==> config.mk <==
export PLATFORM = sky130hd
export DESIGN_NAME = uart_tx
export DESIGN_NICKNAME = d
export VERILOG_FILES = /design/src/rtl/uart_pkg.sv /design/src/rtl/uart_baud_cnt.sv /design/src/rtl/uart_tx.sv
export SDC_FILE = /design/constraint.sdc
export NUM_CORES = 1
export LEC_CHECK = 0
export CORE_UTILIZATION = 30
export CTS_CLUSTER_DIAMETER = 80
export CTS_CLUSTER_SIZE = 12
export DETAILED_ROUTE_END_ITERATION = 10
export GPL_TIMING_DRIVEN = 0
export PLACE_DENSITY = 0.54
export REMOVE_ABC_BUFFERS = 1
export SLEW_MARGIN = 20
export SYNTH_ARGS = -nofsm -noshare
export SYNTH_HDL_FRONTEND = slang
export SYNTH_SLANG_ARGS = --single-unit
==> constraint.sdc <==
create_clock -name CLK_100M -period 3.4 [get_ports CLK_100M]
set_input_delay 0.68 -clock CLK_100M [delete_from_list [all_inputs] [get_ports CLK_100M]]
set_output_delay 0.68 -clock CLK_100M [all_outputs]
set_load 0.01 [all_outputs]
==> src/rtl/uart_pkg.sv <==
// Shared UART definitions: transmitter state encodings, default bit period,
// byte width and a parity helper for the transmitter and receiver.
package uart_pkg;

  // Byte width of one UART character.
  localparam int unsigned C_BYTE_W = 8;

  // Default bit period minus one: 869 clocks of CLK_100M = 115200 baud.
  localparam logic [11:0] C_BIT_CNT_DEF = 12'h364;

  // One-hot transmitter states.
  typedef enum logic [4:0] {
    TX_IDLE   = 5'b00001,
    TX_START  = 5'b00010,
    TX_DATA   = 5'b00100,
    TX_PARITY = 5'b01000,
    TX_STOP   = 5'b10000
  } tx_state_t;

  // Parity bit for one character: XOR of all data bits, inverted for odd sense.
  function automatic logic f_parity(input logic [C_BYTE_W-1:0] i_data,
                                    input logic i_odd);
    return (^i_data) ^ i_odd;
  endfunction

endpackage

==> src/rtl/uart_baud_cnt.sv <==
// Bit-period counter: counts 0..C_BIT_CNT while enabled and flags the last
// cycle of each bit. Held at zero while disabled so each frame starts aligned.
module uart_baud_cnt
  import uart_pkg::*;
#(
  parameter logic [11:0] C_BIT_CNT = C_BIT_CNT_DEF
) (
  input  logic CLK_100M,
  input  logic IO_RESET,
  input  logic i_EN,
  output logic o_BIT_END
);

  logic [11:0] r_TX_CNT;
  logic        w_BIT_END;

  assign w_BIT_END = i_EN && (r_TX_CNT == C_BIT_CNT);
  assign o_BIT_END = w_BIT_END;

  // Advance the counter while enabled; wrap at bit end, clear when disabled.
  always_ff @(posedge CLK_100M or posedge IO_RESET) begin
    if (IO_RESET) begin
      r_TX_CNT <= '0;
    end else if (!i_EN || w_BIT_END) begin
      r_TX_CNT <= '0;
    end else begin
      r_TX_CNT <= r_TX_CNT + 12'd1;
    end
  end

endmodule

==> src/rtl/uart_tx.sv <==
// UART transmitter: 8 data bits LSB first, 1 or 2 stop bits, idle-high line,
// with a one-byte holding buffer so consecutive frames run without a gap.
// Define UART_TX_PARITY_EN to insert a parity bit (sense set by C_PARITY_ODD)
// between the data bits and the stop bits.
module uart_tx
  import uart_pkg::*;
#(
  parameter logic [11:0] C_BIT_CNT    = C_BIT_CNT_DEF,
  parameter int unsigned C_STOP_BITS  = 1,
  parameter bit          C_PARITY_ODD = 1'b0
) (
  input  logic                CLK_100M,
  input  logic                IO_RESET,
  input  logic [C_BYTE_W-1:0] UART_TX_DATA,
  input  logic                UART_TX_VALID,
  output logic                UART_TX_READY,
  output logic                UART_TXD,
  output logic                UART_TX_BUSY,
  output logic                UART_TX_DONE
);

  localparam logic [2:0] C_LAST_BIT  = 3'(C_BYTE_W - 1);
  localparam logic [2:0] C_LAST_STOP = 3'(C_STOP_BITS - 1);

  tx_state_t           r_STATE, w_STATE_NXT;
  logic                r_TXD, w_TXD_NXT;
  logic [C_BYTE_W-1:0] r_SHIFT, w_SHIFT_NXT;
  logic [2:0]          r_BIT_IDX, w_BIT_IDX_NXT;
  logic                r_BUF_FULL, w_BUF_FULL_NXT;
  logic [C_BYTE_W-1:0] r_BUF, w_BUF_NXT;
  logic                w_HS;
  logic                w_DRAIN;
  logic                w_DONE;
  logic                w_BIT_END;
  logic                w_CNT_EN;
`ifdef UART_TX_PARITY_EN
  logic                r_PAR, w_PAR_NXT;
`endif

  assign w_HS     = UART_TX_VALID && !r_BUF_FULL;
  assign w_CNT_EN = (r_STATE != TX_IDLE);

  uart_baud_cnt #(
    .C_BIT_CNT (C_BIT_CNT)
  ) u_baud_cnt (
    .CLK_100M  (CLK_100M),
    .IO_RESET  (IO_RESET),
    .i_EN      (w_CNT_EN),
    .o_BIT_END (w_BIT_END)
  );

  // Next-state, line and datapath decode for the frame sequencer.
  // r_BIT_IDX counts data bits in DATA and is reused as the stop-bit index in STOP.
  always_comb begin
    w_STATE_NXT   = r_STATE;
    w_TXD_NXT     = r_TXD;
    w_SHIFT_NXT   = r_SHIFT;
    w_BIT_IDX_NXT = r_BIT_IDX;
    w_DRAIN       = 1'b0;
    w_DONE        = 1'b0;
`ifdef UART_TX_PARITY_EN
    w_PAR_NXT     = r_PAR;
`endif
    case (r_STATE)
      TX_IDLE: begin
        w_TXD_NXT = 1'b1;
        if (r_BUF_FULL) begin
          w_DRAIN       = 1'b1;
          w_SHIFT_NXT   = r_BUF;
          w_BIT_IDX_NXT = '0;
          w_TXD_NXT     = 1'b0;
          w_STATE_NXT   = TX_START;
`ifdef UART_TX_PARITY_EN
          w_PAR_NXT     = f_parity(r_BUF, C_PARITY_ODD);
`endif
        end
      end
      TX_START: begin
        if (w_BIT_END) begin
          w_TXD_NXT   = r_SHIFT[0];
          w_STATE_NXT = TX_DATA;
        end
      end
      TX_DATA: begin
        if (w_BIT_END) begin
          w_SHIFT_NXT = r_SHIFT >> 1;
          if (r_BIT_IDX == C_LAST_BIT) begin
            w_BIT_IDX_NXT = '0;
`ifdef UART_TX_PARITY_EN
            w_TXD_NXT     = r_PAR;
            w_STATE_NXT   = TX_PARITY;
`else
            w_TXD_NXT     = 1'b1;
            w_STATE_NXT   = TX_STOP;
`endif
          end else begin
            w_BIT_IDX_NXT = r_BIT_IDX + 3'd1;
            w_TXD_NXT     = r_SHIFT[1];
          end
        end
      end
`ifdef UART_TX_PARITY_EN
      TX_PARITY: begin
        if (w_BIT_END) begin
          w_TXD_NXT   = 1'b1;
          w_STATE_NXT = TX_STOP;
        end
      end
`endif
      TX_STOP: begin
        if (w_BIT_END) begin
          if (r_BIT_IDX == C_LAST_STOP) begin
            w_DONE        = 1'b1;
            w_BIT_IDX_NXT = '0;
            // A byte already waiting starts its frame straight from STOP,
            // so consecutive frames have no idle cycle between them.
            if (r_BUF_FULL) begin
              w_DRAIN     = 1'b1;
              w_SHIFT_NXT = r_BUF;
              w_TXD_NXT   = 1'b0;
              w_STATE_NXT = TX_START;
`ifdef UART_TX_PARITY_EN
              w_PAR_NXT   = f_parity(r_BUF, C_PARITY_ODD);
`endif
            end else begin
              w_TXD_NXT   = 1'b1;
              w_STATE_NXT = TX_IDLE;
            end
          end else begin
            w_BIT_IDX_NXT = r_BIT_IDX + 3'd1;
          end
        end
      end
      default: begin
        w_TXD_NXT     = 1'b1;
        w_BIT_IDX_NXT = '0;
        w_STATE_NXT   = TX_IDLE;
      end
    endcase
  end

  // Holding buffer: filled by the handshake, emptied when a frame starts.
  // Both cannot happen on one edge because READY is low while it is full.
  always_comb begin
    w_BUF_NXT      = r_BUF;
    w_BUF_FULL_NXT = r_BUF_FULL;
    if (w_DRAIN) begin
      w_BUF_FULL_NXT = 1'b0;
    end else if (w_HS) begin
      w_BUF_FULL_NXT = 1'b1;
      w_BUF_NXT      = UART_TX_DATA;
    end
  end

  // Register the sequencer state, serial line, shifter and buffer.
  always_ff @(posedge CLK_100M or posedge IO_RESET) begin
    if (IO_RESET) begin
      r_STATE    <= TX_IDLE;
      r_TXD      <= 1'b1;
      r_SHIFT    <= '0;
      r_BIT_IDX  <= '0;
      r_BUF_FULL <= 1'b0;
      r_BUF      <= '0;
`ifdef UART_TX_PARITY_EN
      r_PAR      <= 1'b0;
`endif
    end else begin
      r_STATE    <= w_STATE_NXT;
      r_TXD      <= w_TXD_NXT;
      r_SHIFT    <= w_SHIFT_NXT;
      r_BIT_IDX  <= w_BIT_IDX_NXT;
      r_BUF_FULL <= w_BUF_FULL_NXT;
      r_BUF      <= w_BUF_NXT;
`ifdef UART_TX_PARITY_EN
      r_PAR      <= w_PAR_NXT;
`endif
    end
  end

  assign UART_TXD      = r_TXD;
  assign UART_TX_READY = !r_BUF_FULL;
  assign UART_TX_BUSY  = (r_STATE != TX_IDLE);
  assign UART_TX_DONE  = w_DONE;

endmodule

Yosys cells after proc, flatten, opt, wreduce, memory -nomap -nowiden. Index checks and enable logic that the tools add are counted.

Divide/modulo/power cells: 0. Multipliers: 0. Shift operators: 0. Equal/unequal tests: 13. Magnitude comparators: 0. Add/sub/neg operators: 2. Reductions and logical operators: 13. Multiplexer cells: 36. Bitwise logic cells: 2.

Operators with widths (number): 8-bit 2-to-1 mux (4); 5-bit 2-to-1 mux (6); 8-bit case mux with 3 select lines (1); 5-bit case mux with 4 select lines (1); 3-bit 2-to-1 mux (5); 1-bit 2-to-1 mux (14); 12-bit by 1-bit adder with 12-bit output (second input constant) (1); 12-bit by 10-bit == test with 1-bit output (second input constant) (1); 12-bit 2-to-1 mux (1); 3-bit case mux with 4 select lines (1); 4-bit AND reduction (3); 2-bit by 1-bit != test with 1-bit output (second input constant) (3); 2-bit != test (second input constant) (3); 6-bit AND reduction (1); 5-bit by 1-bit == test with 1-bit output (second input constant) (1); 5-bit by 2-bit == test with 1-bit output (second input constant) (1); 5-bit by 3-bit == test with 1-bit output (second input constant) (1); 5-bit == test (second input constant) (1); 5-bit by 1-bit != test with 1-bit output (second input constant) (1); 1-bit case mux with 4 select lines (1); 3-bit by 1-bit adder with 3-bit output (second input constant) (1); 3-bit == test (second input constant) (1); 3-bit logical NOT (1); 3-bit nonzero test (1); other kinds (8) (11).

Register bits after elaboration: 38. ROM bits: 0. Latch bits: 0. Memories kept: 0. Logic and storage cells: 73. Input bits: 11. RAM bits: 0.

Longest topological paths before layout. Gate-level depths: netlist (run 1).

Depth in word-level cells: 6. Depth in mapped cells: 7. Gate-level depth less buffers: 6.

By module. Synthesis (run 1) repeated with hierarchy kept, for this count alone.

Cells, all modules: 191. Area total of the unflattened synthesis: 2042.0 um2.

By module, submodules not included: uart_tx (cells an instance 127, area an instance 1408.9 um2, times used 1); uart_baud_cnt (cells an instance 64, area an instance 633.1 um2, times used 1).

Least setup slack after synthesis (run 1). Ideal clock, no wire load.

Kind: register to register. Start: register u_baud_cnt.r_TX_CNT[4]. End: register r_SHIFT[0]. Data arrival time: 2.516 ns. Setup slack: 0.759 ns. Library setup time: 0.125 ns. Cell stages (with the launch flop): 6. Path through: dfrtp_1 -> or4_1 -> or4_1 -> buf_6 -> a2111oi_4 -> mux2_2.

Longest elaborated chain between the ends: 4. Elaborated cells between the ends (all ways): 5. Classes of those cells: 3 x eq/ne; 2 x reduce/logical.

Ends and longest elaborated chain: from (decl) (line uart_baud_cnt.sv:14) `logic [11:0] r_TX_CNT;`; from (signal assigned) (line uart_baud_cnt.sv:27) `r_TX_CNT <= r_TX_CNT + 12'd1;`; 12-bit by 10-bit == test with 1-bit output (*) (line uart_baud_cnt.sv:17) `assign w_BIT_END = i_EN && (r_TX_CNT == C_BIT_CNT);`; 1-bit logical AND (*) (line uart_baud_cnt.sv:17); 2-bit by 1-bit != test with 1-bit output (no source line); 4-bit AND reduction (no source line) (*); to (signal assigned) (line uart_tx.sv:170) `r_SHIFT <= w_SHIFT_NXT;`; to (decl) (line uart_tx.sv:27) `logic [C_BYTE_W-1:0] r_SHIFT, w_SHIFT_NXT;`.

Every way passes the cells marked *; elsewhere a longest branch is shown, timed or not. A chain may end at the register's enable or synchronous reset.

Worst setup path after layout (run 1).
Start: register r_STATE[0]. End: output UART_TX_BUSY.

Longest elaborated chain between the ends: 1.

Ends and longest elaborated chain: from (decl) (line uart_tx.sv:25) `tx_state_t r_STATE, w_STATE_NXT;`; from (signal assigned) (line uart_tx.sv:168) `r_STATE <= w_STATE_NXT;`; 5-bit by 1-bit != test with 1-bit output (line uart_tx.sv:182) `assign UART_TX_BUSY = (r_STATE != TX_IDLE);`; to (decl) (line uart_tx.sv:18) `output logic UART_TX_BUSY,`.

No other way between the ends.

==> results.toml, run 1 <==
[die]
design.die.area_sq_um = 6800
initial_utilization_pct = 31.9
io_pins = 15
fp.dieW_microns = 82.5
core_area_sq_um = 6100
die_height_microns = 82.5
floorplan.rows = 28

[critical_path]
cpMaxStageDelayCell = "sky130_fd_sc_hd__dfstp_2"
worst-setup-path-type = "flop to primary output"
path_buf_inv = 3
timing.critical_path.slowest_cell_delay_ns = 0.62
worst_ep_arrival_time_ns = 2.34
critPathMaxFanout = 8
required_ns = 2.72
critPathTopFamily = "buffers and inverters"
crit_chain = "inv_1 > nor4_1 > inv_1 > clkdlybuf4s50_1"
critPathCaptureType = "primary output"
startpoint_type = "flop"
worst_path_most_repeated_cell = "sky130_fd_sc_hd__inv_1"

[timing]
rsz0062_at_grt = "false"
number_of_hold_violations_in_the_final_report = 0
worst_clock_skew_ns = 0.00811
final.setup.tns_ns = 0
worst_slew_margin_relative_to_its_limit_pct = 40.8
fin_crit_ns = 3.02
report.final.slew_viol_count = 0
layout_worst_path_cycle_share_pct = 88.8
maxClockFrequency_ghz = 0.331
post-route-worst-setup-slack_ns = 0.381
setup_violations = 0
worst_pin_slew_ns = 0.879

[placed_design]
place_ws_ns = 0.225
hpwl_microns = 2570
gp_routability_congestion = 0.781
io_buffers = 14

[yosys]
ys_async_sr_fraction_pct = 100
synth_enable_flop_cells = 0
synthesized_area_per_cell_sq_um = 10.9
synth_top_family_by_area = "multiplexers"
number_of_library_cell_types_mapped_by_synthesis = 36
synthCells = 178
ys.warnings.count = 0
ys_dominant_reg_cell = "sky130_fd_sc_hd__dfrtp_1"
flops_latches_synth = 37
sequential_share_of_the_synthesized_area_pct = 47.8
yosys-mux-area-fraction_pct = 16.5
post_synth_xor_area_fraction_pct = 4.96
cell_taking_the_most_area_after_synthesis = "sky130_fd_sc_hd__dfrtp_1"
post_synth_fa_ha_maj_area_fraction_pct = 3.22
share_of_the_synthesized_area_in_the_top_cell_type_pct = 45.1
post_synth_main_area_contributors = "sky130_fd_sc_hd__dfrtp_1, sky130_fd_sc_hd__mux2_2, sky130_fd_sc_hd__ha_1, sky130_fd_sc_hd__xnor2_1, sky130_fd_sc_hd__nor2_1"
synth_area_sq_um = 1940
synth-simple-area-share_pct = 15.7
synth_compound_area_share_pct = 7.80

[clock_tree]
clockRootBuffer = "sky130_fd_sc_hd__clkbuf_8"
clk_pin_slew_ns = 0.07
cts_tree = "done"
tritoncts.num_buffers = 5
ctsHtreeMaxLevel = 2
clock-sinks = 37
cts.path.max_buffers = 2
post_cts.resized_instances = 1
cts_hold_buf = 0
cts.repair_timing.setup_buffer_count = 0
clock_insertion_delay_worst_skew_ns = 0.29

[final_layout]
drive_gt1_share_pct = 21.1
antenna_cells = 0
final_net_count = 210
area_delta_synth_final_pct = 17.5

[global_routing]
grt_start_max_net_pins = 21
grtUsageTotal_pct = 12.5
vias_in_the_first_global_route = 1326
antenna_found_initial = 0
first_pass_grt_wire_length_microns = 6370
grt-ovfl-total = 0

[power_and_ir_drop]
cellLeakagePower_uw = 0.000978
power_density_nw_per_um2 = 663
vdd_drop_max_mv = 0.318

[status]
outcome = "completed"

[routing]
vias = 1318
post_drt_via_cell_ratio = 4.90
drt_first_iter_violations = 68
route.detailed.wl_per_inst_microns = 13.0
ant_nets = 0
drt_first_pass_iters = 4
drt_drc_violations_left = 0
routed_wl_microns = 3510

[worst_hold_path]
hold_path.class = "flop to flop"

[run]
count_of_max_cap_constraint_violations = 0
## worst paths after layout
path                            depth (start not counted)                        to                        startpoint  slack, ns
max in group asynchronous                               3  r_BIT_IDX[0]$_DFFE_PP0P_                          IO_RESET       2.25
worst min register to register                          1      r_BUF[7]$_DFFE_PP0P_              r_BUF[7]$_DFFE_PP0P_       0.50
worst max-delay path                                    4              UART_TX_BUSY            r_STATE[0]$_DFFE_PP1P_       0.38
min in group asynchronous                               2    r_SHIFT[5]$_DFFE_PP0P_                          IO_RESET       0.71
worst max register to register                          4    r_SHIFT[1]$_DFFE_PP0P_  u_baud_cnt.r_TX_CNT[4]$_DFF_PP0_       0.56
worst min-delay path                                    1      r_BUF[7]$_DFFE_PP0P_              r_BUF[7]$_DFFE_PP0P_       0.50
## synthesized netlist by cell type (2+ instances only)
cell	instances
sky130_fd_sc_hd__inv_1	11
sky130_fd_sc_hd__ha_1	5
sky130_fd_sc_hd__or3_1	2
sky130_fd_sc_hd__and3_1	2
sky130_fd_sc_hd__a21oi_1	2
sky130_fd_sc_hd__a22o_1	2
sky130_fd_sc_hd__dfrtp_1	35
sky130_fd_sc_hd__xor2_1	4
sky130_fd_sc_hd__nand2_1	10
sky130_fd_sc_hd__mux2_2	24
sky130_fd_sc_hd__clkbuf_1	7
sky130_fd_sc_hd__nor3_1	4
sky130_fd_sc_hd__nor2_1	15
sky130_fd_sc_hd__mux2i_1	5
sky130_fd_sc_hd__nand3_1	8
sky130_fd_sc_hd__dfstp_2	2
sky130_fd_sc_hd__nor2b_1	3
sky130_fd_sc_hd__o211ai_1	2
sky130_fd_sc_hd__nor4b_1	2
sky130_fd_sc_hd__o21ai_0	4
sky130_fd_sc_hd__nor3b_1	3
sky130_fd_sc_hd__xnor2_1	7
sky130_fd_sc_hd__nor4_1	3
sky130_fd_sc_hd__a21o_1	3
sky130_fd_sc_hd__or4_1	2
## layer usage
| layer | global-route usage (%) | part of all wire, % | vias up | wire, microns |
|---|---|---|---|---|
| li1 | - | - | 658 | - |
| met1 | 16.8 | 49 | 638 | 1730 |
| met2 | 18.8 | 46 | 16 | 1630 |
| met3 | 3.85 | 2.9 | 6 | 101 |
| met4 | 4.74 | 1.6 | 0 | 55 |
| met5 | 0 | 0 | - | 0 |
## registers in the layout (all words and copies together) (netlist names)
signal,count
u_baud_cnt.r_TX_CNT,12
r_BUF,8
r_SHIFT,8
r_STATE,4
r_BIT_IDX,3
UART_TXD,1
r_BUF_FULL,1
## cell families after synthesis
group | after synthesis
DFF | 37
buffers and inverters | 19
AOI/OAI and AO/OA | 19
adders and majority gates | 5
muxes | 29
and+or+nand+nor | 58
xor gates and xnor gates | 11
## layout by cell type (no fill, tap or decap), types with 3 or more instances in the layout
master	n
sky130_fd_sc_hd__ha_1	5
sky130_fd_sc_hd__nor3_1	4
sky130_fd_sc_hd__clkdlybuf4s50_1	13
sky130_fd_sc_hd__nor2b_1	3
sky130_fd_sc_hd__inv_1	10
sky130_fd_sc_hd__nor3b_1	3
sky130_fd_sc_hd__nand3_1	8
sky130_fd_sc_hd__nor4_1	3
sky130_fd_sc_hd__mux2i_1	5
sky130_fd_sc_hd__xor2_1	4
sky130_fd_sc_hd__o21ai_0	4
sky130_fd_sc_hd__nand2_1	10
sky130_fd_sc_hd__a21o_1	3
sky130_fd_sc_hd__dfrtp_1	35
sky130_fd_sc_hd__nor2_1	15
sky130_fd_sc_hd__clkbuf_8	6
sky130_fd_sc_hd__xnor2_1	7
sky130_fd_sc_hd__mux2_2	24
## area by class of cell
cell class / count / area [sq um]
clock inverter: 1 / 7.51
clock buffer: 6 / 82.6
sequential: 37 / 928
timing repair buffer: 17 / 183
fill: 653 / 3810
tap: 75 / 93.8
multi-input combinational: 122 / 945
inverter: 11 / 41.3
## power by group
group / leakage, uW / switching, uW / internal, uW / total, uW
registers: 0.000468 / 106 / 583 / 689
logic: 0.000467 / 215 / 291 / 506
clock network: 0.0000433 / 157 / 160 / 317
total: 0.000978 / 477 / 1040 / 1510
## per-stage QoR
stage | hold WS, ns | util [%] | cells | instance area, sq um | power (uW)
6_report | 0.499 | 37.4 | 269 | 2280 | 1510
5_1_grt | 0.532 | 37.4 | 269 | 2280 | 1620
4_1_cts | 0.507 | 37.4 | 269 | 2280 | 1530
3_5_place_dp | 0.491 | 35.8 | 262 | 2180 | 1210
3_3_place_gp | 0.487 | 35.1 | 259 | 2140 | 1190
2_1_floorplan | 0.473 | - | 170 | 1900 | 1060
No activity file was read; power rests on OpenSTA's default activity.
==> run 2, diff against run 1 <==
--- a/config.mk
+++ b/config.mk
@@ -6,6 +6,7 @@
 export NUM_CORES = 1
 export LEC_CHECK = 0
 export CORE_UTILIZATION = 30
+export CTS_BUF_LIST = sky130_fd_sc_hd__clkbuf_4
 export CTS_CLUSTER_DIAMETER = 80
 export CTS_CLUSTER_SIZE = 12
 export DETAILED_ROUTE_END_ITERATION = 10
==> run 2 against run 1 <==
Effect of this change:
- sequential share of layout area grew 0.75 points
- flip-flop and latch count stayed put
- register-to-register slack improved by 0.11 ns
- largest cell class unchanged
- cell area decreased by 1.8%
- non-clock buffer count stayed put
- cell count did not move
- wire length down 0.26%
- clock power is 31% lower
- via count down 0.30%
- combinational power is essentially flat
- largest power group unchanged
- first-iteration DRC count down 21%
- clock-buffer cell count down 1
==> results.toml, run 2 (synthesis results as in run 1) <==
[status]
outcome = "completed"

[final_layout]
instances_no_fill = 269
top_regs = "u_baud_cnt.r_TX_CNT: 12 flops, r_BUF: 8 flops, r_SHIFT: 8 flops"
layout.filler_cells = 654
drive_gt1_share_pct = 20.6
multi_input_comb_area_sq_um = 945
most_flops_register = "u_baud_cnt.r_TX_CNT"
final_cell_mix = "sky130_fd_sc_hd__dfrtp_1, sky130_fd_sc_hd__mux2_2, sky130_fd_sc_hd__nor2_1"
layout_commonest_cell = "sky130_fd_sc_hd__dfrtp_1"
area_delta_synth_final_pct = 15.3
final-seq-area_sq_um = 928
largest_reg_flops = 12
final_net_count = 210
fin_area_sq_um = 2240
antenna_cells = 0
finalCoreUtilization_pct = 36.7

[die]
design.die.area_sq_um = 6800
fp.dieW_microns = 82.5
die_height_microns = 82.5
core_area_sq_um = 6100
floorplan.rows = 28
initial_utilization_pct = 31.9
io_pins = 15

[worst_hold_path]
timing.hold.worst.start = "r_BUF[7]$_DFFE_PP0P_"
hold_path.class = "flop to flop"

[critical_path]
setup.worst_path.start = "r_STATE[0]$_DFFE_PP1P_"
critPathTopFamily = "buffers and inverters"
startpoint_type = "flop"
worst-setup-path-type = "flop to primary output"
timing.critical_path.slowest_cell_delay_ns = 0.63
required_ns = 2.72
worst_ep_arrival_time_ns = 2.42
worst_path_most_repeated_cell = "sky130_fd_sc_hd__inv_1"
cpMaxStageDelayCell = "sky130_fd_sc_hd__dfstp_2"
rr_startpoint = "u_baud_cnt.r_TX_CNT[4]$_DFF_PP0_"
crit_chain = "inv_1 > nor4_1 > inv_1 > clkdlybuf4s50_1"
critPathCaptureType = "primary output"
path_buf_inv = 3
critPathMaxFanout = 8

[timing]
number_of_hold_violations_in_the_final_report = 0
report.final.slew_viol_count = 0
worst_slew_margin_relative_to_its_limit_pct = 40.4
fin_crit_ns = 3.10
layout_worst_path_cycle_share_pct = 91.1
post-route-worst-setup-slack_ns = 0.301
whs_ns = 0.508
maxClockFrequency_ghz = 0.323
worst_pin_slew_ns = 0.886
worst_clock_skew_ns = 0.0132
rsz0062_at_grt = "false"
setup_violations = 0

[clock_tree]
clockRootBuffer = "sky130_fd_sc_hd__clkbuf_4"
clk_pin_slew_ns = 0.10
clock_insertion_delay_worst_skew_ns = 0.34
cts_hold_buf = 0
cts.repair_timing.setup_buffer_count = 0
tritoncts.num_buffers = 5
cts.path.max_buffers = 2
cts_tree = "done"
clock-sinks = 37
ctsHtreeMaxLevel = 2

[routing]
vias = 1314
ant_nets = 0
drt_first_pass_iters = 4
post_drt_via_cell_ratio = 4.88
route.detailed.wl_per_inst_microns = 13.0
drt_drc_violations_left = 0
routed_wl_microns = 3500
drt_first_iter_violations = 54

[placed_design]
gp_routability_congestion = 0.781
hpwl_microns = 2570
place_ws_ns = 0.225
dp_cells = 262
io_buffers = 14
placed_cell_area_sq_um = 2180

[power_and_ir_drop]
vdd_drop_max_mv = 0.290
power_density_nw_per_um2 = 631
cellLeakagePower_uw = 0.000960

[global_routing]
globalRoute.busiestLayer = "met2"
grt_use_met1_pct = 16.9
grt_use_met3_pct = 3.85
first_pass_grt_wire_length_microns = 6330
grt_start_max_net_pins = 21
vias_in_the_first_global_route = 1316
grtUsageTotal_pct = 12.5
groute.layer.met2.usage_pct = 18.7
grt-ovfl-total = 0
antenna_found_initial = 0

[run]
count_of_max_cap_constraint_violations = 0
[run 2: cell count changes in the layout (fill, tap and decap cells not counted)]
| cell | previous run | this run |
|---|---|---|
| sky130_fd_sc_hd__clkinv_1 | 0 | 1 |
| sky130_fd_sc_hd__clkbuf_8 | 6 | 0 |
| sky130_fd_sc_hd__clkbuf_4 | 0 | 5 |
[run 2: repair_timing]
item,in CTS,in global routing
endpoints found under the hold margin,0,0
setup endpoints to repair,1,1
pin swaps,1,0
resized for setup,1,1
[run 2: layer usage]
layer	share of wire, %	routed length [microns]	vias to the layer above
li1	-	-	657
met1	49	1720	636
met2	47	1630	17
met3	3.1	109	4
met4	1.3	46	0
met5	0	0	-
[run 2: final timing paths]
check	end	slack [ns]	depth (start not counted)
max in group asynchronous	r_BIT_IDX[0]$_DFFE_PP0P_	2.31	3
hold / removal	r_BUF[7]$_DFFE_PP0P_	0.51	1
min in group asynchronous	r_SHIFT[5]$_DFFE_PP0P_	0.65	2
hold reg to reg	r_BUF[7]$_DFFE_PP0P_	0.51	1
setup reg to reg	r_SHIFT[1]$_DFFE_PP0P_	0.67	4
setup / recovery	UART_TX_BUSY	0.30	4
[run 2: layout make-up]
type / instances / area share (%)
flip-flops and latches: 37 / 41.5
repair buffers: 17 / 8.16
inverters: 11 / 1.84
well taps: 75 / 4.19
clock inverters: 2 / 0.503
multi-input cells: 122 / 42.2
clock buffers: 5 / 1.68
[run 2: where the power goes]
group          internal [uW]  switching [uW]
registers                582             104
clock network           74.3             145
logic                    291             216
[run 2: stage by stage]
stage | power, uW | setup TNS (ns)
final | 1410 | 0
after global routing | 1520 | 0
after CTS | 1440 | 0
after detailed placement | 1210 | 0
after global placement | 1190 | -0.467
after floorplan | 1060 | 0
==> run 3, diff against run 2 <==
--- a/config.mk
+++ b/config.mk
@@ -11,7 +11,7 @@
 export CTS_CLUSTER_SIZE = 12
 export DETAILED_ROUTE_END_ITERATION = 10
 export GPL_TIMING_DRIVEN = 0
-export PLACE_DENSITY = 0.54
+export PLACE_DENSITY = 0.55
 export REMOVE_ABC_BUFFERS = 1
 export SLEW_MARGIN = 20
 export SYNTH_ARGS = -nofsm -noshare
==> constraint.sdc (replaced) <==
create_clock -name CLK_100M -period 2.6 [get_ports CLK_100M]
set_input_delay 0.52 -clock CLK_100M [delete_from_list [all_inputs] [get_ports CLK_100M]]
set_output_delay 0.52 -clock CLK_100M [all_outputs]
set_load 0.01 [all_outputs]
==> run 3 against run 2 <==
Effect of this change:
- register-to-register slack worse by 0.64 ns
- worst setup slack got worse by 0.27 ns
- non-clock buffer count rose by 5
- sequential power is 30% higher
- total power increased by 36%
- critical path depth is 2 higher
- global-route usage decreased by 0.33 points
- wire length is 2.3% higher
- flip-flop and latch count did not move
- clock skew grew 0.0025 ns
- cell area is 3.5% higher
- via count up 2.0%
==> results.toml, run 3 (synthesis results as in run 1) <==
[clock_tree]
cts.path.max_buffers = 2
tritoncts.num_buffers = 5
clock-sinks = 37
cts_tree = "done"
clock_insertion_delay_worst_skew_ns = 0.35
ctsHtreeMaxLevel = 2
clockRootBuffer = "sky130_fd_sc_hd__clkbuf_4"
clk_pin_slew_ns = 0.13

[timing]
worst_pin_slew_ns = 0.879
number_of_hold_violations_in_the_final_report = 0
maxClockFrequency_ghz = 0.389
final.setup.tns_ns = 0
worst_slew_margin_relative_to_its_limit_pct = 40.8
worst_clock_skew_ns = 0.0157
layout_worst_path_cycle_share_pct = 98.8
report.final.slew_viol_count = 0
fin_crit_ns = 2.57
rsz0062_at_grt = "true"
setup_violations = 0

[critical_path]
timing.rr.end = "r_SHIFT[1]$_DFFE_PP0P_"
path_depth = 6
cpMaxStageDelayCell = "sky130_fd_sc_hd__or4_4"
regToRegSetupSlack_ns = 0.03
required_ns = 2.84
worst-setup-path-type = "flop to flop"
setup.worst_path.start = "u_baud_cnt.r_TX_CNT[3]$_DFF_PP0_"
timing.critical_path.slowest_cell_delay_ns = 0.53
timing.critical_path.to = "r_SHIFT[1]$_DFFE_PP0P_"
critPathMaxFanout = 9
worst_ep_arrival_time_ns = 2.81
path_buf_inv = 2
worst_path_most_repeated_cell = "sky130_fd_sc_hd__or4_4"
critPathCaptureType = "flop"
rr_startpoint = "u_baud_cnt.r_TX_CNT[3]$_DFF_PP0_"
crit_chain = "or4_4 > or4_4 > buf_4 > a2111oi_4 > buf_6 > mux2_2"
reg2regPathDepth = 6
startpoint_type = "flop"
critPathTopFamily = "simple AND/OR/NAND/NOR gates"

[final_layout]
final_cell_mix = "sky130_fd_sc_hd__dfrtp_1, sky130_fd_sc_hd__mux2_2, sky130_fd_sc_hd__nor2_1"
top_regs = "u_baud_cnt.r_TX_CNT: 12 flops, r_BUF: 8 flops, r_SHIFT: 8 flops"
most_flops_register = "u_baud_cnt.r_TX_CNT"
largest_reg_flops = 12
area_delta_synth_final_pct = 19.4
multi_input_comb_area_sq_um = 975
drive_gt1_share_pct = 27.0
final_net_count = 215
final-seq-area_sq_um = 932
instances_no_fill = 275
layout_commonest_cell = "sky130_fd_sc_hd__dfrtp_1"
fin_area_sq_um = 2320
antenna_cells = 0
layout.filler_cells = 640

[die]
io_pins = 15
die_height_microns = 82.5
initial_utilization_pct = 31.9
design.die.area_sq_um = 6800
fp.dieW_microns = 82.5
core_area_sq_um = 6100
floorplan.rows = 28

[run]
count_of_max_cap_constraint_violations = 0

[power_and_ir_drop]
total_power_uw = 1930
power_density_nw_per_um2 = 831
vdd_drop_max_mv = 0.442
cellLeakagePower_uw = 0.000965

[placed_design]
gp_routability_congestion = 0.750
io_buffers = 14
hpwl_microns = 2540
dp_cells = 262
placed_cell_area_sq_um = 2180

[routing]
vias = 1340
drt_drc_violations_left = 0
drt_first_pass_iters = 4
routed_wl_microns = 3580
post_drt_via_cell_ratio = 4.87
route.detailed.wl_per_inst_microns = 13.0
drt_first_iter_violations = 40
ant_nets = 0

[worst_hold_path]
hold_path.class = "input pin to async pin"

[global_routing]
grt-ovfl-total = 0
vias_in_the_first_global_route = 1328
grt_start_max_net_pins = 20
first_pass_grt_wire_length_microns = 6200
antenna_found_initial = 0
grtUsageTotal_pct = 12.2

[status]
outcome = "completed"
==> run 3: final cells by class <==
cell class                 instances  area share [%]
inverter                          11            1.78
tap                               75            4.05
multi-input combinational        122            42.0
timing repair buffer              22            9.34
sequential                        37            40.2
clock inverter                     3           0.971
clock buffer                       5            1.62
==> run 3: report_power, final <==
group	leakage, uW	total (uW)	switching, uW	internal, uW
sequential	0.000464	893	131	762
clock	0.0000234	314	210	105
combinational	0.000478	720	300	420
total	0.000965	1930	641	1290
==> run 3: what timing repair did <==
action | in CTS | in global routing
endpoints found under the setup margin | 10 | 10
hold buffers | 0 | 0
gates resized for setup | 12 | 2
setup buffers | 4 | 1
pin swaps | 2 | 1
==> run 3: how the worst min path moves through the flow <==
stage          depth (start not counted)                      to                   start
2_1_floorplan                          1    r_BUF[7]$_DFFE_PP0P_    r_BUF[7]$_DFFE_PP0P_
3_3_place_gp                           1  r_SHIFT[4]$_DFFE_PP0P_  r_SHIFT[4]$_DFFE_PP0P_
3_5_place_dp                           1  r_SHIFT[2]$_DFFE_PP0P_  r_SHIFT[2]$_DFFE_PP0P_
4_1_cts                                2    r_BUF[6]$_DFFE_PP0P_                IO_RESET
5_1_grt                                2    r_BUF[6]$_DFFE_PP0P_                IO_RESET
6_report                               2  r_SHIFT[6]$_DFFE_PP0P_                IO_RESET
==> run 3: per-stage QoR <==
stage | worst slack (ns) | hold slack, ns | utilization, %
2_1_floorplan | -0.100 | 0.473 | -
3_3_place_gp | -0.893 | 0.487 | 35.1
3_5_place_dp | -0.463 | 0.494 | 35.8
4_1_cts | 0.00883 | 0.475 | 37.8
5_1_grt | -0.0397 | 0.506 | 38.0
6_report | 0.0322 | 0.474 | 38.0
==> run 3: worst reg2reg max path, cell delays in order (launching register included) <==
cell                        delay, ns
sky130_fd_sc_hd__dfrtp_1         0.44
sky130_fd_sc_hd__or4_4           0.53
sky130_fd_sc_hd__or4_4           0.46
sky130_fd_sc_hd__buf_4           0.20
sky130_fd_sc_hd__a2111oi_4       0.32
sky130_fd_sc_hd__buf_6           0.19
sky130_fd_sc_hd__mux2_2          0.33
==> run 3: metal layers <==
| layer | part of all wire, % | track usage [%] | vias to the layer above |
|---|---|---|---|
| met5 | 0 | 0 | - |
| met4 | 1.0 | 3.68 | 0 |
| met2 | 46 | 19.3 | 18 |
| li1 | - | - | 665 |
| met1 | 50 | 16.4 | 653 |
| met3 | 2.7 | 2.86 | 4 |
